==> src/rtl/stopwatch_pkg.sv <==
// Shared definitions for the stopwatch time counter: digit geometry,
// digit positions within the display word, and the lap FSM encoding.
package stopwatch_pkg;

    localparam int BCD_W  = 4;
    localparam int DIGITS = 6;

    localparam int C1  = 0;
    localparam int C10 = 1;
    localparam int S1  = 2;
    localparam int S10 = 3;
    localparam int M1  = 4;
    localparam int M10 = 5;

    typedef enum logic {
        RUN = 1'b0,
        LAP = 1'b1
    } lap_state_e;

endpackage

==> src/rtl/bcd_digit_counter.sv <==
// One BCD digit counting 0..MOD-1 with synchronous clear; carry fires on the
// enabled step that wraps the digit back to zero.
module bcd_digit_counter
    import stopwatch_pkg::*;
#(
    parameter int MOD = 10
) (
    input  logic             clk,
    input  logic             rst,
    input  logic             en,
    input  logic             clr,
    output logic [BCD_W-1:0] q,
    output logic [BCD_W-1:0] q_nxt,
    output logic             carry
);

    localparam logic [BCD_W-1:0] TERM = BCD_W'(MOD - 1);

    assign carry = en && (q == TERM);

    always_comb begin
        // NOTE: default assignment first so every path drives q_nxt and no latch is inferred.
        q_nxt = q;
        if (clr) begin
            q_nxt = '0;
        end else if (en) begin
            q_nxt = (q == TERM) ? '0 : q + 1'b1;
        end
    end

    always_ff @(posedge clk or negedge rst) begin
        // NOTE: non-blocking assignment for sequential state avoids simulation races between flops.
        if (!rst) begin
            q <= '0;
        end else begin
            q <= q_nxt;
        end
    end

endmodule

==> src/rtl/stopwatch_time_counter.sv <==
// Synchronizes the divided 100 Hz tick into clk, counts BCD MM:SS.CC, and
// drives a registered display word with lap-freeze, clear and sticky overflow.
module stopwatch_time_counter
    import stopwatch_pkg::*;
#(
    parameter int SYNC_STAGES = 2,
    parameter int MIN_MOD     = 60
) (
    input  logic                    clk,
    input  logic                    rst,
    input  logic                    tick_clk,
    input  logic                    clear_btn,
    input  logic                    lap_btn,
    output logic [DIGITS*BCD_W-1:0] digits,
    output logic                    lap_active,
    output logic                    overflow,
    output logic                    tick_pulse
);

    localparam logic [BCD_W-1:0] MIN_TENS = BCD_W'((MIN_MOD - 1) / 10);
    localparam logic [BCD_W-1:0] MIN_ONES = BCD_W'((MIN_MOD - 1) % 10);

    logic [SYNC_STAGES-1:0] sync_q;
    logic                   tick_d;
    logic                   clear_hist;
    logic                   lap_hist;

    logic tick_rise;
    logic clear_rel;
    logic lap_rel;
    logic tick_acc;
    logic min_wrap;

    logic [BCD_W-1:0] q     [DIGITS];
    logic [BCD_W-1:0] q_nxt [DIGITS];
    logic [M1:C1]     carry;
    logic             m10_carry_unused;

    logic [DIGITS*BCD_W-1:0] live_nxt;
    logic [DIGITS*BCD_W-1:0] lap_q;
    logic [DIGITS*BCD_W-1:0] lap_nxt;

    lap_state_e state_q;
    lap_state_e state_nxt;
    logic       capture;

    always_ff @(posedge clk or negedge rst) begin
        if (!rst) begin
            sync_q     <= '0;
            tick_d     <= 1'b0;
            clear_hist <= 1'b0;
            lap_hist   <= 1'b0;
        end else begin
            sync_q     <= {sync_q[SYNC_STAGES-2:0], tick_clk};
            tick_d     <= sync_q[SYNC_STAGES-1];
            clear_hist <= clear_btn;
            lap_hist   <= lap_btn;
        end
    end

    assign tick_rise = sync_q[SYNC_STAGES-1] & ~tick_d;
    assign clear_rel = clear_hist & ~clear_btn;
    assign lap_rel   = lap_hist & ~lap_btn;
    // A tick landing in the same cycle as a clear is dropped, not counted.
    assign tick_acc  = tick_rise & ~clear_rel;

    bcd_digit_counter #(.MOD(10)) u_c1 (
        .clk(clk), .rst(rst), .en(tick_acc), .clr(clear_rel),
        .q(q[C1]), .q_nxt(q_nxt[C1]), .carry(carry[C1])
    );
    bcd_digit_counter #(.MOD(10)) u_c10 (
        .clk(clk), .rst(rst), .en(carry[C1]), .clr(clear_rel),
        .q(q[C10]), .q_nxt(q_nxt[C10]), .carry(carry[C10])
    );
    bcd_digit_counter #(.MOD(10)) u_s1 (
        .clk(clk), .rst(rst), .en(carry[C10]), .clr(clear_rel),
        .q(q[S1]), .q_nxt(q_nxt[S1]), .carry(carry[S1])
    );
    bcd_digit_counter #(.MOD(6)) u_s10 (
        .clk(clk), .rst(rst), .en(carry[S1]), .clr(clear_rel),
        .q(q[S10]), .q_nxt(q_nxt[S10]), .carry(carry[S10])
    );

    // Minutes wrap on the MIN_MOD terminal value rather than their own BCD limit.
    assign min_wrap = carry[S10] && (q[M10] == MIN_TENS) && (q[M1] == MIN_ONES);

    bcd_digit_counter #(.MOD(10)) u_m1 (
        .clk(clk), .rst(rst), .en(carry[S10]), .clr(clear_rel | min_wrap),
        .q(q[M1]), .q_nxt(q_nxt[M1]), .carry(carry[M1])
    );
    bcd_digit_counter #(.MOD(10)) u_m10 (
        .clk(clk), .rst(rst), .en(carry[M1]), .clr(clear_rel | min_wrap),
        .q(q[M10]), .q_nxt(q_nxt[M10]), .carry(m10_carry_unused)
    );

    always_comb begin
        live_nxt = '0;
        for (int i = 0; i < DIGITS; i++) begin
            live_nxt[i*BCD_W +: BCD_W] = q_nxt[i];
        end
    end

    always_comb begin
        state_nxt = state_q;
        capture   = 1'b0;
        if (clear_rel) begin
            state_nxt = RUN;
        end else if (lap_rel) begin
            case (state_q)
                RUN: begin
                    state_nxt = LAP;
                    capture   = 1'b1;
                end
                LAP:     state_nxt = RUN;
                default: state_nxt = RUN;
            endcase
        end
    end

    always_comb begin
        lap_nxt = lap_q;
        if (clear_rel) begin
            lap_nxt = '0;
        end else if (capture) begin
            lap_nxt = live_nxt;
        end
    end

    always_ff @(posedge clk or negedge rst) begin
        if (!rst) begin
            state_q    <= RUN;
            lap_q      <= '0;
            digits     <= '0;
            overflow   <= 1'b0;
            tick_pulse <= 1'b0;
        end else begin
            state_q    <= state_nxt;
            lap_q      <= lap_nxt;
            // Select on the next state so the display moves on the same edge as the count.
            digits     <= (state_nxt == LAP) ? lap_nxt : live_nxt;
            tick_pulse <= tick_acc;
            if (clear_rel) begin
                overflow <= 1'b0;
            end else if (min_wrap) begin
                overflow <= 1'b1;
            end
        end
    end

    assign lap_active = (state_q == LAP);

endmodule

==> config.mk <==
export PLATFORM = sky130hd
export DESIGN_NAME = stopwatch_time_counter
export DESIGN_NICKNAME = d
export VERILOG_FILES = /design/src/rtl/stopwatch_pkg.sv /design/src/rtl/bcd_digit_counter.sv /design/src/rtl/stopwatch_time_counter.sv
export SDC_FILE = /design/constraint.sdc
export NUM_CORES = 1
export LEC_CHECK = 0
export CAP_MARGIN = 20
export CELL_PAD_IN_SITES_DETAIL_PLACEMENT = 1
export CELL_PAD_IN_SITES_GLOBAL_PLACEMENT = 2
export CORE_ASPECT_RATIO = 0.7
export CORE_MARGIN = 3
export CORE_UTILIZATION = 25
export CTS_CLUSTER_SIZE = 8
export DETAILED_ROUTE_END_ITERATION = 10
export PLACE_DENSITY_LB_ADDON = 0.1
export SLEW_MARGIN = 30
export SYNTH_ARGS = -nofsm -noshare
export SYNTH_HDL_FRONTEND = slang
export SYNTH_SLANG_ARGS = --single-unit
export TNS_END_PERCENT = 30
==> constraint.sdc <==
create_clock -name clk -period 2.05 [get_ports clk]
set_clock_uncertainty 0.1 [all_clocks]
set_input_delay 0.5125 -clock clk [delete_from_list [all_inputs] [get_ports clk]]
set_output_delay 0.5125 -clock clk [all_outputs]
set_load 0.03 [all_outputs]
==> results.txt, run 1 <==
----------------------------------------------------
[Synthesis]
  Portion of synthesized cell area occupied by the leading cell type ... a little under three fifths
  Top cell types by occurrence after synthesis ... dfrtp_1, nor2_1, a21oi_1, o21ai_0, clkbuf_1
  Most instantiated flip-flop cell in the synthesis netlist ... dfrtp_1
  Post-synthesis sequential area ratio ... 57.0%
  Proportion of synthesized flip-flops having asynchronous set or reset ... 100%
  Mean instance size in the synthesized netlist ... a little over 10 µm²
  Leading post-synthesis cells by cell area ... dfrtp_1, a21oi_1, o21ai_0, nor2_1, ha_1
  Number of synthesized flops with an enable pin ... 0
  Total nets after synthesis ... between 300 and 400
  Number of warning messages in the yosys log ... 0
  Count of distinct cell types in the synthesized netlist ... 39
  Synthesis-stage register bit count ... 80
  Cell area after synthesis ... ~3500 µm²
  Gate Count Post-Synth ... about 350
  Leading cell type by number of instances after synthesis ... dfrtp_1
  Top cell type by total area after synthesis ... dfrtp_1

[Clock tree]
  Source-to-sink clock delay at the later pin of the worst-skew pair ... between 300 and 400 ps
  Num Clock Sinks ... 80
  Deepest clock path buffer count ... 2
  TritonCTS clock tree ... done
  Cell chosen for the clock root ... clkbuf_16
  H-tree depth ... 3
  Reg clk slew, reported paths ... 60 ps
  Total CTS buffers ... 9

[GRT]
  Global-route wire length before repair ... 16.3 mm
  Overflow after GRT ... 0
  Total routing resource utilization after global routing ... 13.3%
  Maximum number of pins on one net before global-route repair ... 48
  Antenna violations before repair ... 0
  Via count of the first global-routing pass ... between 2000 and 3000

[Flow run]
  Number of violations of the max-capacitance limit ... 0

[Placed design]
  Final RePlAce weighted congestion ... roughly 0.74
  Half-perimeter wire length after detailed placement ... between 6 and 7 mm
  PortBufs ... 31
  Placed cells ... around 600
  Post-Place Cell Area ... about 4400 µm²

[Die]
  Initial standard-cell utilization of the core ... a little over a quarter
  Die area ... around 16000 µm²
  Total I/O pin count ... 32
  Die boundary width ... roughly 150 µm
  Row Count ... 35
  Height of the die ... around 110 µm
  Core region area ... roughly 13000 µm²

[Timing]
  Slew margin rel. ... between 70% and 80%
  Unrepaired setup endpoints after global routing ... true
  Worst-margin pin slew ... 378 ps
  Hold violation count in the final report ... 0
  Final Max Tran Viols ... 0
  Achievable clock frequency ... 499 MHz
  Final period utilization ... a little over nine tenths
  Final count of negative-setup-slack endpoints ... 0
  Minimum clock period after layout ... between 2000 and 2500 ps

[Power and ir drop]
  Total power consumption of the routed design ... ~4.6 mW
  Leakage ... between 2 and 2.5 nW
  Maximum resistive drop on vdd ... between 0.3 and 0.4 mV
  Pwr per Cell Area ... slightly below 900 nW/µm²

[Layout]
  Layout cells sized above 1 ... between 30 and 40%
  Diode insertion count for antenna repair ... 0
  Post-layout net count ... about 440
  Final Cell Area ... around 5000 µm²
  Number of cells in the finished layout apart from fillers ... between 600 and 700
  Post-synthesis to final-layout area growth ... 45.5%

[Routing]
  Number of vias per cell after detailed routing ... roughly 4.7
  Iteration-0 DRC Markers ... 122
  Post-route DRC ... 0
  Via count ... slightly below 3000
  Average routed wire per standard cell ... ~16 µm
  Detailed-router iteration count before antenna repair ... 4
  Post-DRT Antenna Nets ... 0
  Post-detailed-routing wire length ... just under 10 mm

[Setup path]
  Depth of the worst register-to-register path ... 8
  Required time of the worst setup path ... between 2000 and 2500 ps
  Cell-by-cell listing of the critical path ... inv_1 -> ha_2 -> and3b_2 -> nand4_4 -> o31a_1 -> a311oi_1 -> buf_4 -> a21oi_1
  Classification of the worst setup path ... register to register
  Max stage delay on crit path ... 380 ps
  Arr. time, crit path ... approximately 2100 ps
  Critical-path cell with the highest stage delay ... dfrtp_1
  Top fanout value on the critical path ... 7
  Critical Path End Type ... register
  Crit path launch type ... register

[Outcome]
  Outcome ... complete, no violations

[Min path]
  Class of the tightest hold or removal check ... register to register
  Hold path depth ... 0

----------------------------------------------------
-- state kept, by name, indices dropped and copies added (netlist names), 2 cells and up --
signal   count
u_m10.q      4
sync_q       2
lap_q       24
u_s1.q       4
u_c1.q       4
u_m1.q       4
u_c10.q      4
u_s10.q      4
digits      24
-- report_power, final --
group | internal, mW | switching [mW] | total (mW)
clock | 1.10 | 0.645 | 1.75
combinational | 0.394 | 0.583 | 0.977
sequential | 1.77 | 0.0794 | 1.85
total | 3.26 | 1.31 | 4.57
-- cell type report --
class | count | area (µm²)
tap | 185 | 231
inverter | 11 | 41.3
sequential | 80 | 2000
fill | 1509 | 8340
multi-input combinational | 235 | 1700
clock inverter | 3 | 65.1
timing repair buffer | 90 | 816
clock buffer | 13 | 250
-- stage by stage --
| stage | setup slack, ps | hold WS [ps] | utilization [%] | TNS [ps] |
|---|---|---|---|---|
| 2_1_floorplan | 40.0 | 117 | - | 0 |
| 3_3_place_gp | -447 | 235 | 32.9 | -20770 |
| 3_5_place_dp | -483 | 239 | 32.9 | -22470 |
| 4_1_cts | -16.9 | 253 | 36.4 | -16.9 |
| 5_1_grt | -90.0 | 269 | 38.0 | -1010 |
| 6_report | 47.5 | 250 | 38.0 | 0 |
-- worst paths after layout --
path	startpoint	endpoint	slack (ps)
max in group asynchronous	rst	u_s1.q[0]$_DFF_PN0_	830
min reg2reg	sync_q[0]$_DFF_PN0_	sync_q[1]$_DFF_PN0_	250
min	sync_q[0]$_DFF_PN0_	sync_q[1]$_DFF_PN0_	250
max	u_c10.q[1]$_DFF_PN0_	lap_q[19]$_DFF_PN0_	50
max reg2reg	u_c10.q[1]$_DFF_PN0_	lap_q[19]$_DFF_PN0_	50
min in group asynchronous	rst	tick_pulse$_DFF_PN0_	520
-- layer usage --
layer	routed length [µm]	track usage [%]
met1	5250	19.4
met2	4250	19.8
met3	248	3.42
met4	93	3.19
met5	0	0
-- what timing repair did --
action                                 CTS  global route
hold buffers                             1             0
pin swaps                                8            14
setup buffers                            2             1
resized for setup                       28            49
setup endpoints to repair               39            56
endpoints found under the hold margin   19             0
-- layout by cell type, fill, tap and decap left out, drive strengths merged, types with 8 or more instances in the layout --
cell           instances
dfrtp                 80
a211oi                10
clkbuf                13
clkdlybuf4s50         26
nand3                  8
a21oi                 42
buf                   59
o21ai                 40
mux2i                  9
ha                    11
inv                   11
nor2                  49
nand2                 16
-- logic make-up (layout without fill, tap and decap cells) --
kind of cell,after synthesis,in the layout,synth area share [%]
AOI/OAI and AO/OA,106,106,17.2
adders and majority gates,11,11,3.92
muxes,9,9,2.57
buffers and inverters,32,117,3.46
DFF,80,80,57.0
xor gates and xnor gates,2,2,0.499
and+or+nand+nor,107,107,15.4
-- worst max-delay path, delay by kind of cell, from the launching register on --
kind	cells	cell delay, ps
buf+inv	2	230
compound gates	3	610
simple gates	2	390
fa+ha+maj	1	160
flops	1	380
No activity file was read; power rests on OpenSTA's default activity.
==> run 2, diff against run 1 <==
--- a/config.mk
+++ b/config.mk
@@ -9,12 +9,11 @@
 export CELL_PAD_IN_SITES_DETAIL_PLACEMENT = 1
 export CELL_PAD_IN_SITES_GLOBAL_PLACEMENT = 2
 export CORE_ASPECT_RATIO = 0.7
-export CORE_MARGIN = 3
 export CORE_UTILIZATION = 25
 export CTS_CLUSTER_SIZE = 8
 export DETAILED_ROUTE_END_ITERATION = 10
+export DONT_BUFFER_PORTS = 1
 export PLACE_DENSITY_LB_ADDON = 0.1
-export SLEW_MARGIN = 30
 export SYNTH_ARGS = -nofsm -noshare
 export SYNTH_HDL_FRONTEND = slang
 export SYNTH_SLANG_ARGS = --single-unit
==> results.txt, run 2 (synthesized netlist as in run 1, its figures left out) <==
----------------------------------------------------
[Setup path]
  Required time of the worst setup path ... 2160 ps (about the same)
  Path length in cells of the critical path ... 8 (unchanged)
  Cell-by-cell listing of the critical path ... inv_1 -> ha_2 -> and3b_2 -> nand4_4 -> buf_6 -> nor2_4 -> mux2i_4 -> a21oi_2
  R2r setup slk ... 20 ps (-30 ps)
  CP bufs+invs ... 2 (unchanged)
  Classification of the worst setup path ... register to register
  Critical path startpoint ... u_c1.q[1]$_DFF_PN0_
  Critical Path End Type ... register
  Depth of the worst register-to-register path ... 8 (unchanged)
  Critical path endpoint ... lap_q[13]$_DFF_PN0_
  Critical-path cell with the highest stage delay ... dfrtp_1
  Arr. time, crit path ... 2140 ps (+40 ps)
  Top fanout value on the critical path ... 7 (unchanged)
  Launching point of the worst reg2reg path ... u_c1.q[1]$_DFF_PN0_
  Crit path max-delay family ... simple AND/OR/NAND/NOR gates
  Max stage delay on crit path ... 390 ps (about the same)
  RR Endpoint ... lap_q[13]$_DFF_PN0_
  Crit path launch type ... register

[Routing]
  Number of vias per cell after detailed routing ... 4.66 (-0.78%)
  Via count ... 2690 (-7.2%)
  Iteration-0 DRC Markers ... 84 (-31%)
  Post-detailed-routing wire length ... 9.15 mm (-7.0%)
  Average routed wire per standard cell ... 15.9 µm (-0.57%)
  Post-DRT Antenna Nets ... 0 (unchanged)
  Post-route DRC ... 0 (unchanged)
  Detailed-router iteration count before antenna repair ... 4 (unchanged)

[Power and ir drop]
  Total power consumption of the routed design ... 4.39 mW (-3.9%)
  Leakage ... 2.15 nW (-9.7%)
  Maximum resistive drop on vdd ... 0.339 mV (-15%)
  Pwr per Cell Area ... 955 nW/µm² (+6.7%)

[Layout]
  Post-layout net count ... 403 (-9.0%)
  Post-synthesis to final-layout area growth ... 31.1%
  Number of cells in the finished layout apart from fillers ... 577 (-6.5%)
  Share of the core filled with cells ... 34.2% (-3.8 points)
  Final Cell Area ... 4600 µm² (-9.9%)
  Registers with the most flip-flops ... digits x24, lap_q x24
  Diode insertion count for antenna repair ... 0 (unchanged)
  Top library cells by usage in the layout, fill and taps aside ... dfrtp_1, nor2_1, buf_4
  Commonest non-fill, non-tap cell in the layout ... dfrtp_1
  Layout cells sized above 1 ... 26.3% (-3.8 points)

[Timing]
  Unrepaired setup endpoints after global routing ... true
  Worst hold slack ... -236 ps (-486 ps)
  Worst-margin pin slew ... 521 ps (+143 ps)
  Minimum clock period after layout ... 2030 ps (+25.0 ps)
  Hold violation count in the final report ... 80 (+80)
  Final count of negative-setup-slack endpoints ... 0 (unchanged)
  Final period utilization ... 98.9% (+1.2 points)
  Final Max Tran Viols ... 0 (unchanged)
  Min setup slack post-route ... 22.5 ps (-25.0 ps)
  TNS Setup ... 0 ps (unchanged)
  Achievable clock frequency ... 493 MHz (-1.2%)
  Slew margin rel. ... 65.3% (-9.6 points)

[Placed design]
  Final RePlAce weighted congestion ... 0.766 (+3.6%)
  PortBufs ... 0 (-100%)
  Placed cells ... 555 (-7.0%)
  Worst Setup Slack post-DPL ... -82.0 ps (+401 ps)
  Post-Place Cell Area ... 4010 µm² (-9.4%)
  Half-perimeter wire length after detailed placement ... 6.07 mm (-7.1%)

[Outcome]
  Outcome ... finished, violations left
  Failing checks ... hold timing

[Clock tree]
  Reg clk slew, reported paths ... 60 ps (about the same)
  H-tree depth ... 3 (unchanged)
  Total CTS buffers ... 9 (unchanged)
  Num Clock Sinks ... 80 (unchanged)
  Cell chosen for the clock root ... clkbuf_16
  Source-to-sink clock delay at the later pin of the worst-skew pair ... 340 ps (about the same)
  TritonCTS clock tree ... done
  Deepest clock path buffer count ... 2 (unchanged)

[GRT]
  Antenna violations before repair ... 0 (unchanged)
  Maximum number of pins on one net before global-route repair ... 81 (+69%)
  Overflow after GRT ... 0 (unchanged)
  Via count of the first global-routing pass ... 2855 (-4.8%)
  Global-route wire length before repair ... 15.4 mm (-5.8%)
  Total routing resource utilization after global routing ... 14.0% (+0.64 points)

[Die]
  Row Count ... 35 (unchanged)
  Initial standard-cell utilization of the core ... 26.1% (unchanged)
  Total I/O pin count ... 32 (unchanged)
  Core region area ... 13400 µm² (unchanged)
  Die area ... 14500 µm² (-6.4%)
  Height of the die ... 101 µm (-3.8%)
  Die boundary width ... 144 µm (-2.7%)

[Flow run]
  Number of violations of the max-capacitance limit ... 0 (unchanged)

[Min path]
  Class of the tightest hold or removal check ... input pin to async pin

----------------------------------------------------
-- run 2: cell types whose count changed in the layout (fill, tap and decap cells not counted), moves of 3 or more --
cell,before,now
a21oi_1,29,33
clkdlybuf4s50_1,26,0
nor3_2,4,1
nor3_1,2,5
o21ai_0,36,39
buf_4,52,47
a21oi_2,12,8
dlymetal6s2s_1,3,0
-- run 2: worst register-to-register path, delay by kind of cell, from the launching register on --
family	cells	cell delay (ps)
AOI/OAI and AO/OA	1	70
adders and majority gates	1	170
buffers and inverters	2	250
DFF	1	390
muxes	1	320
and+or+nand+nor	3	600
-- run 2: layer usage --
metal  vias to the layer above  part of all wire (%)  track usage [%]
li1                       1294                     -                -
met1                      1354                    56             20.6
met2                        34                    40             19.5
met3                         8                   3.0             3.83
met4                         0                  0.87             4.42
met5                         -                     0                0
-- run 2: worst min-delay path by stage --
stage               start                   end  cells past startpoint
floorplan             rst  clear_hist$_DFF_PN0_                      0
global placement      rst  tick_pulse$_DFF_PN0_                      0
global route          rst  digits[21]$_DFF_PN0_                      0
finish                rst  tick_pulse$_DFF_PN0_                      0
detailed placement    rst  tick_pulse$_DFF_PN0_                      0
CTS                   rst  tick_pulse$_DFF_PN0_                      0
-- run 2: what timing repair did --
item                                   4_1_cts  5_1_grt
setup endpoints to repair                   24       44
endpoints found under the hold margin       80       80
resized for setup                           16       26
pin swaps                                    6       17
setup buffers                                4        2
-- run 2: cell type report --
type                            instances  area (µm²)
Tap cell                              185         231
Inverter                               11        41.3
Clock buffer                           11         243
Timing Repair Buffer                   50         395
Sequential cell                        80        2000
Fill cell                            1516        8840
Clock inverter                          5         104
Multi-Input combinational cell        235        1590
-- run 2: report_power, final --
| part | total, mW | internal, mW | leakage [nW] | switching, mW |
|---|---|---|---|---|
| combinational | 0.462 | 0.181 | 0.916 | 0.282 |
| sequential | 2.06 | 1.77 | 1.06 | 0.291 |
| clock | 1.87 | 1.22 | 0.170 | 0.649 |
==> run 3, diff against run 2 <==
--- a/config.mk
+++ b/config.mk
@@ -10,6 +10,7 @@
 export CELL_PAD_IN_SITES_GLOBAL_PLACEMENT = 2
 export CORE_ASPECT_RATIO = 0.7
 export CORE_UTILIZATION = 25
+export CTS_BUF_LIST = sky130_fd_sc_hd__clkbuf_16
 export CTS_CLUSTER_SIZE = 8
 export DETAILED_ROUTE_END_ITERATION = 10
 export DONT_BUFFER_PORTS = 1
==> results.txt, run 3 (synthesized netlist as in run 1, its figures left out) <==
----------------------------------------------------
[Clock tree]
  Num Clock Sinks ... 80 (unchanged)
  Deepest clock path buffer count ... 2 (unchanged)
  TritonCTS clock tree ... done
  Total CTS buffers ... 9 (unchanged)
  Source-to-sink clock delay at the later pin of the worst-skew pair ... 340 ps (about the same)
  Cell chosen for the clock root ... clkbuf_16
  H-tree depth ... 3 (unchanged)
  Reg clk slew, reported paths ... 60 ps (about the same)

[Placed design]
  Placed cells ... 555 (unchanged)
  Worst Setup Slack post-DPL ... -82.0 ps (unchanged)
  Final RePlAce weighted congestion ... 0.766 (unchanged)
  PortBufs ... 0 (unchanged)
  Half-perimeter wire length after detailed placement ... 6.07 mm (unchanged)

[GRT]
  Global route hottest layer ... met1
  Maximum number of pins on one net before global-route repair ... 81 (unchanged)
  Met3 Track Usage GR ... 3.83% (unchanged)
  Global-route track usage on met2 ... 19.5% (unchanged)
  Total routing resource utilization after global routing ... 14.0% (about the same)
  Antenna violations before repair ... 0 (unchanged)
  Via count of the first global-routing pass ... 2859 (+0.14%)
  Global-route wire length before repair ... 15.4 mm (about the same)
  Overflow after GRT ... 0 (unchanged)
  Grt met1 use ... 20.6% (-0.030 points)

[Layout]
  Top library cells by usage in the layout, fill and taps aside ... dfrtp_1, nor2_1, buf_4
  Number of cells in the finished layout apart from fillers ... 577 (unchanged)
  Area of combinational cells with multiple inputs ... 1610 µm² (+1.3%)
  Post-layout net count ... 403 (unchanged)
  Layout cells sized above 1 ... 26.8% (+0.51 points)
  Diode insertion count for antenna repair ... 0 (unchanged)
  Share of the core filled with cells ... 34.3% (+0.084 points)
  Fillcell total ... 1517 (+0.066%)
  Registers with the most flip-flops ... digits x24, lap_q x24
  Sequential Area ... 2000 µm² (unchanged)
  Commonest non-fill, non-tap cell in the layout ... dfrtp_1
  Post-synthesis to final-layout area growth ... 31.4%

[Routing]
  Detailed-router iteration count before antenna repair ... 4 (unchanged)
  Post-route DRC ... 0 (unchanged)
  Post-DRT Antenna Nets ... 0 (unchanged)
  Number of vias per cell after detailed routing ... 4.69 (+0.59%)
  Post-detailed-routing wire length ... 9.14 mm (-0.19%)
  Average routed wire per standard cell ... 15.8 µm (-0.19%)
  Iteration-0 DRC Markers ... 79 (-6.0%)
  Via count ... 2706 (+0.59%)

[Min path]
  Class of the tightest hold or removal check ... input pin to async pin

[Timing]
  Worst-margin pin slew ... 527 ps (+5.62 ps)
  Min setup slack post-route ... 23.9 ps (+1.38 ps)
  Unrepaired setup endpoints after global routing ... true
  Final period utilization ... 98.8% (about the same)
  Final count of negative-setup-slack endpoints ... 0 (unchanged)
  TNS Setup ... 0 ps (unchanged)
  Achievable clock frequency ... 494 MHz (about the same)
  Slew margin rel. ... 64.9% (-0.37 points)
  Hold violation count in the final report ... 80 (unchanged)
  Worst hold slack ... -236 ps (+0.863 ps)
  Minimum clock period after layout ... 2030 ps (-1.38 ps)
  Final Max Tran Viols ... 0 (unchanged)

[Setup path]
  Arr. time, crit path ... 2140 ps (about the same)
  Critical Path End Type ... register
  Max stage delay on crit path ... 380 ps (about the same)
  Top fanout value on the critical path ... 7 (unchanged)
  Critical-path cell with the highest stage delay ... dfrtp_1
  Classification of the worst setup path ... register to register
  Cell-by-cell listing of the critical path ... inv_1 -> ha_2 -> and3b_2 -> nand4_4 -> buf_6 -> nor2_4 -> mux2i_4 -> a21oi_2
  Required time of the worst setup path ... 2160 ps (about the same)
  Crit path launch type ... register

[Outcome]
  Failing checks ... hold timing
  Outcome ... finished, violations left

[Die]
  Die boundary width ... 144 µm (unchanged)
  Initial standard-cell utilization of the core ... 26.1% (unchanged)
  Total I/O pin count ... 32 (unchanged)
  Core region area ... 13400 µm² (unchanged)
  Row Count ... 35 (unchanged)
  Height of the die ... 101 µm (unchanged)
  Die area ... 14500 µm² (unchanged)

[Flow run]
  Number of violations of the max-capacitance limit ... 0 (unchanged)

[Power and ir drop]
  Leakage ... 2.15 nW (about the same)
  Maximum resistive drop on vdd ... 0.337 mV (-0.54%)
  Pwr per Cell Area ... 943 nW/µm² (-1.2%)

----------------------------------------------------
[run 3: worst paths after layout]
path	endpoint	from	cells after the start	slack [ps]
max	lap_q[13]$_DFF_PN0_	u_c1.q[1]$_DFF_PN0_	8	20
max in group asynchronous	digits[8]$_DFF_PN0_	rst	0	1980
min	tick_pulse$_DFF_PN0_	rst	0	-240
min in group clk	lap_hist$_DFF_PN0_	lap_btn	0	100
max reg2reg	lap_q[13]$_DFF_PN0_	u_c1.q[1]$_DFF_PN0_	8	20
min reg2reg	sync_q[1]$_DFF_PN0_	sync_q[0]$_DFF_PN0_	0	250
[run 3: layout make-up]
cell class                 count  share of cell area [%]
timing repair buffer          50                    8.57
inverter                      11                   0.895
clock buffer                   9                    4.88
tap                          185                    5.02
clock inverter                 7                    2.41
sequential                    80                    43.4
multi-input combinational    235                    34.8
[run 3: per-stage QoR]
step | total power [mW] | hold WS [ps] | instance area [µm²]
floorplan | 2.36 | 117 | 3510
global placement | 2.52 | 119 | 4010
detailed placement | 2.53 | 119 | 4010
CTS | 4.42 | -257 | 4450
global route | 4.58 | -260 | 4610
finish | 4.35 | -236 | 4610
[run 3: critical path: cells and delay by family, from the launching register on]
kind                     cells  cell delay [ps]
adder cells (fa/ha/maj)      1              170
AO/OA/AOI/OAI                1               70
AND/OR/NAND/NOR              3              600
buffers and inverters        2              250
flip-flops                   1              380
multiplexers                 1              310
[run 3: report_power, final]
group          leakage [nW]  switching, mW  internal [mW]  total, mW
logic                 0.917          0.282          0.181      0.463
registers              1.06          0.291           1.77       2.06
clock network         0.168          0.649           1.18       1.83
[run 3: routing by layer]
layer  share of wire, %  vias to the layer above  wire (µm)
met2                 41                       33       3710
li1                   -                     1292          -
met4               0.89                        0         81
met1                 55                     1373       5070
met3                3.1                        8        280
met5                  0                        -          0
[run 3: what timing repair did]
item,in CTS,in global routing
resized for setup,16,31
endpoints found under the hold margin,80,80
pin swaps,6,17
setup endpoints to repair,24,44
buffers inserted,4,2
cloned,0,0
